File: src/rtl/cam_px_capture.sv
// cam_px_capture: OV7670 byte-pair stream to packed-RGB frame-buffer writes; CAP_DECIM_EN enables 2:1 decimation.
// Latency: one PCLK edge from byte1 to px_wr. No backpressure: the sensor stream cannot be stalled.
module cam_px_capture #(
  parameter int AW      = 15,
  parameter int DW      = 3,
  parameter int H_PIX   = 160,
  parameter int V_LINES = 120,
  parameter int FMT     = 0
) (
  input  logic          PCLK,
  input  logic          rst,
  input  logic [7:0]    D,
  input  logic          VSYNC,
  input  logic          HREF,
  input  logic          capture_en,
  output logic [AW-1:0] mem_px_addr,
  output logic [DW-1:0] mem_px_data,
  output logic          px_wr,
  output logic          frame_done,
  output logic          busy,
  output logic          line_err
);

  localparam int BPC = DW / 3;
`ifdef CAP_DECIM_EN
  localparam int DS = 1;
`else
  localparam int DS = 0;
`endif
  localparam int EXP_PIX   = H_PIX << DS;
  localparam int EXP_LINES = V_LINES << DS;
  // Counters saturate one past the expected size so long lines stay distinguishable.
  localparam int CW = $clog2(EXP_PIX + 2);
  localparam int RW = $clog2(EXP_LINES + 2);

  typedef enum logic [1:0] {IDLE, WAIT_VS, CAPTURE, FRAME_END} state_t;
  state_t state, state_nxt;

  logic          vsync_q, href_q, phase;
  logic [7:0]    byte0;
  logic [CW-1:0] in_col;
  logic [RW-1:0] in_row;
  logic          vs_fall, vs_rise, href_rise;
  logic          in_range, keep;
  logic [AW-1:0] st_row, st_col, px_addr;
  logic [DW-1:0] px_conv;
  logic          unused_bits;

  assign vs_fall   = vsync_q & ~VSYNC;
  assign vs_rise   = ~vsync_q & VSYNC;
  assign href_rise = HREF & ~href_q;
  assign unused_bits = ^{byte0, D};

  generate
    if (FMT == 1) begin : g_565
      logic [4:0] r5, b5;
      logic [5:0] g6;
      assign r5 = byte0[7:3];
      assign g6 = {byte0[2:0], D[7:5]};
      assign b5 = D[4:0];
      assign px_conv = {r5[4 -: BPC], g6[5 -: BPC], b5[4 -: BPC]};
    end else begin : g_444
      assign px_conv = {byte0[3 -: BPC], D[7 -: BPC], D[3 -: BPC]};
    end
  endgenerate

  assign in_range = (in_col < CW'(EXP_PIX)) && (in_row < RW'(EXP_LINES));
  assign keep     = in_range && ((DS == 0) || (!in_col[0] && !in_row[0]));
  assign st_col   = AW'(in_col >> DS);
  assign st_row   = AW'(in_row >> DS);
  assign px_addr  = st_row * AW'(H_PIX) + st_col;

  always_ff @(posedge PCLK or negedge rst) begin
    if (!rst) state <= IDLE;
    else      state <= state_nxt;
  end

  always_comb begin
    state_nxt  = state;
    busy       = 1'b0;
    frame_done = 1'b0;
    case (state)
      IDLE:      if (capture_en) state_nxt = WAIT_VS;
      WAIT_VS:   if (vs_fall) state_nxt = CAPTURE;
      CAPTURE: begin
        busy = 1'b1;
        if (vs_rise) state_nxt = FRAME_END;
      end
      FRAME_END: begin
        frame_done = 1'b1;
        state_nxt  = capture_en ? WAIT_VS : IDLE;
      end
      default:   state_nxt = IDLE;
    endcase
  end

  always_ff @(posedge PCLK or negedge rst) begin
    if (!rst) begin
      vsync_q     <= 1'b0;
      href_q      <= 1'b0;
      phase       <= 1'b0;
      byte0       <= '0;
      in_col      <= '0;
      in_row      <= '0;
      px_wr       <= 1'b0;
      mem_px_addr <= '0;
      mem_px_data <= '0;
      line_err    <= 1'b0;
    end else begin
      vsync_q <= VSYNC;
      href_q  <= HREF;
      px_wr   <= 1'b0;
      if (state == WAIT_VS && vs_fall) begin
        in_col   <= '0;
        in_row   <= '0;
        phase    <= 1'b0;
        line_err <= 1'b0;
      end else if (state == CAPTURE && !vs_rise) begin
        if (HREF) begin
          if (href_rise || !phase) begin
            byte0 <= D;
            phase <= 1'b1;
          end else begin
            phase <= 1'b0;
            if (keep) begin
              px_wr       <= 1'b1;
              mem_px_addr <= px_addr;
              mem_px_data <= px_conv;
            end
            if (in_col != CW'(EXP_PIX + 1)) in_col <= in_col + 1'b1;
          end
        end else if (href_q) begin
          // End of line: an odd trailing byte is dropped by clearing the phase.
          if (in_row < RW'(EXP_LINES) && in_col != CW'(EXP_PIX)) line_err <= 1'b1;
          in_col <= '0;
          phase  <= 1'b0;
          if (in_row != RW'(EXP_LINES + 1)) in_row <= in_row + 1'b1;
        end
      end
    end
  end

endmodule

File: config.mk
export PLATFORM = sky130hd
export DESIGN_NAME = cam_px_capture
export DESIGN_NICKNAME = d
export VERILOG_FILES = /design/src/rtl/cam_px_capture.sv
export SDC_FILE = /design/constraint.sdc
export NUM_CORES = 1
export LEC_CHECK = 0
export BUFFER_PORTS_ARGS = -buffer_cell sky130_fd_sc_hd__buf_2
export CAP_MARGIN = 20
export CORE_UTILIZATION = 30
export DETAILED_ROUTE_END_ITERATION = 10
export PLACE_DENSITY = 0.46
export SYNTH_ARGS = -nofsm -noshare
export SYNTH_HDL_FRONTEND = slang
export SYNTH_SLANG_ARGS = --single-unit
File: constraint.sdc
create_clock -name PCLK -period 2.9 [get_ports PCLK]
set_input_delay 0.29 -clock PCLK [delete_from_list [all_inputs] [get_ports PCLK]]
set_output_delay 0.29 -clock PCLK [all_outputs]
set_load 0.005 [all_outputs]
After elaboration in Yosys (flattened, before gate mapping)

Index checks and enable logic that the tools add are counted.

Register bits after elaboration: 44
Latch bits: 0
RAM bits: 0
ROM bits: 0
Bits of input ports: 13
Word-level logic and storage cells: 90
Memories kept: 0

Add/subtract/negate cells: 3
Multiply operators: 1
Divide/modulo/power cells: 0
Magnitude comparators: 2
Equality and inequality tests: 12
Shift-type cells: 0
Muxes and demuxes: 33
Bitwise gates (word level): 8
Reductions and logical operators: 20

Operators by type and width:

| operator             | count |
|---|---|
| $mux 8               | 6 |
| $mux 7               | 5 |
| $mux 1               | 18 |
| $ne 8x8->1 const B   | 2 |
| $reduce_and 4->1     | 4 |
| $add 15x8->15        | 1 |
| $mul 7x3->10 const B | 1 |
| $add 8x1->8 const B  | 1 |
| $lt 8x8->1 const B   | 1 |
| $pmux 2 s4           | 1 |
| $reduce_bool 2->1    | 4 |
| $add 7x1->7 const B  | 1 |
| $lt 7x7->1 const B   | 1 |
| $ne 7x7->1 const B   | 1 |
| $mux 2               | 3 |
| $ne 2x2->1 const B   | 3 |
| $not 1->1            | 5 |
| $reduce_and 5->1     | 1 |
| $eq 2x2->1 const B   | 2 |
| $logic_and 1x1->1    | 4 |
| $and 1x1->1          | 3 |
| $ne 3x1->1 const B   | 1 |
| $ne 3x3->1 const B   | 1 |
| $reduce_and 3->1     | 1 |
| other kinds (7)      | 8 |

Depth between registers and ports, before layout

Word-level depth: 7
Gate-level depth with buffers: 8
Mapped depth without buffers: 8

Worst setup path after synthesis

OpenSTA, ideal clock, no wires.

Path kind: flip-flop to flip-flop
Start point: register in_row[3]
End point: register mem_px_addr[13]
Library setup time: 0.122 ns
Arrival: 2.321 ns
Setup slack: 0.457 ns
Stages on the path, launching flop included: 9
Buffers on the path: 0
Path through: dfrtp_1 ha_1 ha_1 fa_1 xor2_1 o2111ai_1 nor4_1 xnor2_1 a21oi_2

Cells in the longest elaborated chain, start to end: 3

RTL lines:

| item                                                  | line | source |
|---|---|---|
| start: declaration                                    | 42   | `logic [RW-1:0] in_row;` |
| start signal: assignment                              | 137  | `if (in_row != RW'(EXP_LINES + 1)) in_row <= in_row + 1'b1;` |
| branches (longest 3 deep; another with $add 15x8->15) | -    |  |
| end signal: assignment                                | 127  | `mem_px_addr <= px_addr;` |
| end: declaration                                      | 16   | `output logic [AW-1:0] mem_px_addr,` |

Parallel ways; which one is timed is not known.
A chain may end at the register's enable or synchronous reset.

Worst setup path in the final report

Start point: register in_row[1]
End point: register mem_px_addr[13]

Same word-level chain as after synthesis.

==> flow_summary.toml <==
[outcome]
status = "finished clean"

[power]
p_sw_share_pct = 35.2
power_frac_seq_pct = 39.7
combPwrFrac_pct = 37.5
power.density_mw_per_mm2 = 759
p_sw_mw = 0.766
power.share.clock_pct = 22.9
internal-power_mw = 1.41
power_leakage_nw = 1.36
total_power_mw = 2.17
ir_drop_mv = 0.255

[clocking]
cts_setup_buffers = 0
postCtsHoldBufs = 0
insertion_delay_ns = 0.30
clk_pin_slew_ns = 0.09
cts_resized = 0
numCtsBuffers = 5
clkSinkCount = 41
tritoncts = "yes"
clockBufferDepth = 2
ctsHtreeMaxLevel = 2
clock-root-buffer = "clkbuf_8"

[worst_setup_path]
worst_ep_arrival_time_ns = 2.83
critPathKind = "reg2reg"
worst_setup_path_end_kind = "register"
path_max_fanout = 5
crit_path_start_kind = "register"
required_ns = 3.08

[place]
place_inst = 364
dp_hpwl_microns = 3550
gp_congestion = 0.740
portBuffers = 28
placed_area_sq_mm = 0.00274
pre_cts_ws_ns = 0.267

[floorplanning]
core_sq_mm = 0.00789
dieArea_sq_mm = 0.00865
pin_count = 35
floorplan.initialDensity_pct = 31.5
fp.dieH_microns = 93.0
rows = 32
dieWidth_microns = 93.0

[route]
wire_per_inst_microns = 13.1
drc = 0
postRouteAntennaNets = 0
firstDrtPassIters = 4
vias_per_cell = 5.01
dr_total_vias = 1864
wirelength_microns = 4880
drt_iter0_markers = 47

[sta]
final-hold-violation-count = 0
rsz0062_at_grt = "false"
slew_headroom_pct = 37.0
maxSlewViolCount = 0
finalCritPeriodShare_pct = 91.2
timing.fmax_ghz = 0.378
tightest_slew_ns = 0.945
setup_tns_ns = 0
fin_ws_ns = 0.254
finalSetupViolations = 0
finClkSkew_ns = 0.0102
finalCriticalPeriod_ns = 2.65

[synthesis]
ys_seq_elements = 41
syn_inst = 235
synth_top_family_by_area = "simple AND/OR/NAND/NOR gates"
seq_area_frac_synth_pct = 41.3
yosys.area_share.adder_pct = 13.2
synth_compound_area_share_pct = 15.5
synth_mux_area_share_pct = 7.15
synth_edf_count = 0
syn_area_per_cell_sq_um = 10.6
synth_nets = 273
synth-async-reset-ratio_pct = 100
ys.flop_type = "dfrtp_1"
yosys.area_share.simple_pct = 16.2
synthXorXnorAreaFrac_pct = 4.23
synthDistinctLibCells = 49
yosysWarnings = 0
netlist_area_sq_mm = 0.00248

[job]
maxCapViolCount = 0

[grt]
antenna_found_initial = 0
grt_overflow = 0
grt_pass1_vias = 1845
grt_pass1_wl_microns = 8360
track_usage_pct = 12.3
grt_max_degree = 42

[final_layout]
drive_gt1_share_pct = 20.7
area_growth_pct = 15.3
multi_input_area_sq_mm = 0.00140
final_area_sq_mm = 0.00286
fillers = 818
final_cells = 372
seqCellArea_sq_mm = 0.00103
diodes = 0
nets = 307

[min_path]
worstHoldPathType = "in2async"
-- final timing paths --
kind                                start         endpoint  slack [ns]  cells after the start
max reg2reg                     in_row[1]  mem_px_addr[13]        0.25                      8
min reg2reg                mem_px_data[0]   mem_px_data[0]        0.48                      1
max                             in_row[1]  mem_px_addr[13]        0.25                      8
max in group asynchronous             rst        in_col[6]        2.18                      1
min in group PCLK                   VSYNC          vsync_q        0.16                      1
min                                   rst  mem_px_addr[14]        0.13                      1
-- per-stage QoR --
stage / utilization [%] / hold WS [ns]
after floorplan: - / -0.00559
final: 36.3 / 0.128
after global placement: 34.8 / 0.462
after global routing: 36.3 / 0.156
after detailed placement: 34.8 / 0.470
after CTS: 36.3 / 0.156
-- synth_stat cells (3+ instances only) --
| cell | n | area, sq um |
|---|---|---|
| dfrtp_1 | 41 | 1030 |
| nor2_1 | 28 | 105 |
| ha_1 | 23 | 288 |
| o21ai_0 | 17 | 85.1 |
| inv_1 | 10 | 37.5 |
| a21oi_1 | 9 | 45.0 |
| mux2_1 | 7 | 78.8 |
| mux2_2 | 7 | 78.8 |
| xor2_1 | 7 | 61.3 |
| nand2_1 | 6 | 22.5 |
| nand2b_1 | 6 | 37.5 |
| nor2b_1 | 6 | 37.5 |
| nand3_1 | 5 | 25.0 |
| xnor2_1 | 5 | 43.8 |
| and3_1 | 4 | 25.0 |
| o2111ai_1 | 4 | 35.0 |
| o22ai_1 | 4 | 25.0 |
| o31ai_1 | 4 | 30.0 |
| a21oi_2 | 3 | 26.3 |
-- sequential cells by signal (all words and copies together), names as in the netlist --
register	flops
mem_px_addr	15
in_col	8
in_row	7
mem_px_data	3
state	2
byte0	1
href_q	1
line_err	1
phase	1
px_wr	1
vsync_q	1
-- power groups by stage --
stage               clock, mW  sequential (mW)  combinational, mW
global placement            0            0.875              0.829
CTS                     0.520            0.867              0.838
global route            0.543            0.896              0.936
floorplan                   0            0.870              0.571
detailed placement          0            0.879              0.833
finish                  0.497            0.862              0.815
-- routing by layer --
metal	up-vias	track usage, %	wire [microns]	part of all wire, %
met5	-	0	0	0
met4	0	5.38	87	1.8
met3	8	2.76	136	2.8
met2	20	20.7	2330	48
met1	914	15.1	2330	48
li1	922	-	-	-
-- cell type report --
| class | instances | share of cell area [%] |
|---|---|---|
| inverter | 10 | 1.31 |
| tap | 102 | 4.46 |
| timing repair buffer | 30 | 5.42 |
| clock inverter | 2 | 1.31 |
| multi-input combinational | 181 | 48.8 |
| sequential | 41 | 35.8 |
| clock buffer | 6 | 2.88 |
-- cell families after synthesis --
| group | count (synthesis) |
|---|---|
| and+or+nand+nor | 71 |
| AOI/OAI and AO/OA | 57 |
| DFF | 41 |
| adders and majority gates | 25 |
| muxes | 16 |
| buffers and inverters | 13 |
| xor gates and xnor gates | 12 |
-- worst max-delay path, stage by stage, from the launching register on --
cell and delay (ns):
dfrtp_1 0.44, ha_1 0.32, ha_1 0.23, fa_1 0.41, xor2_1 0.28, o2111ai_1 0.21
nor4_1 0.38, xnor2_1 0.18, a21oi_2 0.07
-- placed cells by master (no fill, tap or decap), types with 3 or more instances in the layout --
| cell | instances |
|---|---|
| dfrtp_1 | 41 |
| nor2_1 | 28 |
| buf_2 | 28 |
| ha_1 | 23 |
| o21ai_0 | 17 |
| inv_1 | 10 |
| a21oi_1 | 9 |
| mux2_1 | 7 |
| xor2_1 | 7 |
| mux2_2 | 7 |
| nor2b_1 | 6 |
| nand2b_1 | 6 |
| nand2_1 | 6 |
| clkbuf_8 | 6 |
| nand3_1 | 5 |
| xnor2_1 | 5 |
| and3_1 | 4 |
| o22ai_1 | 4 |
| o31ai_1 | 4 |
| o2111ai_1 | 4 |
| a21oi_2 | 3 |
Note: power is estimated with default switching activity, not from simulation.
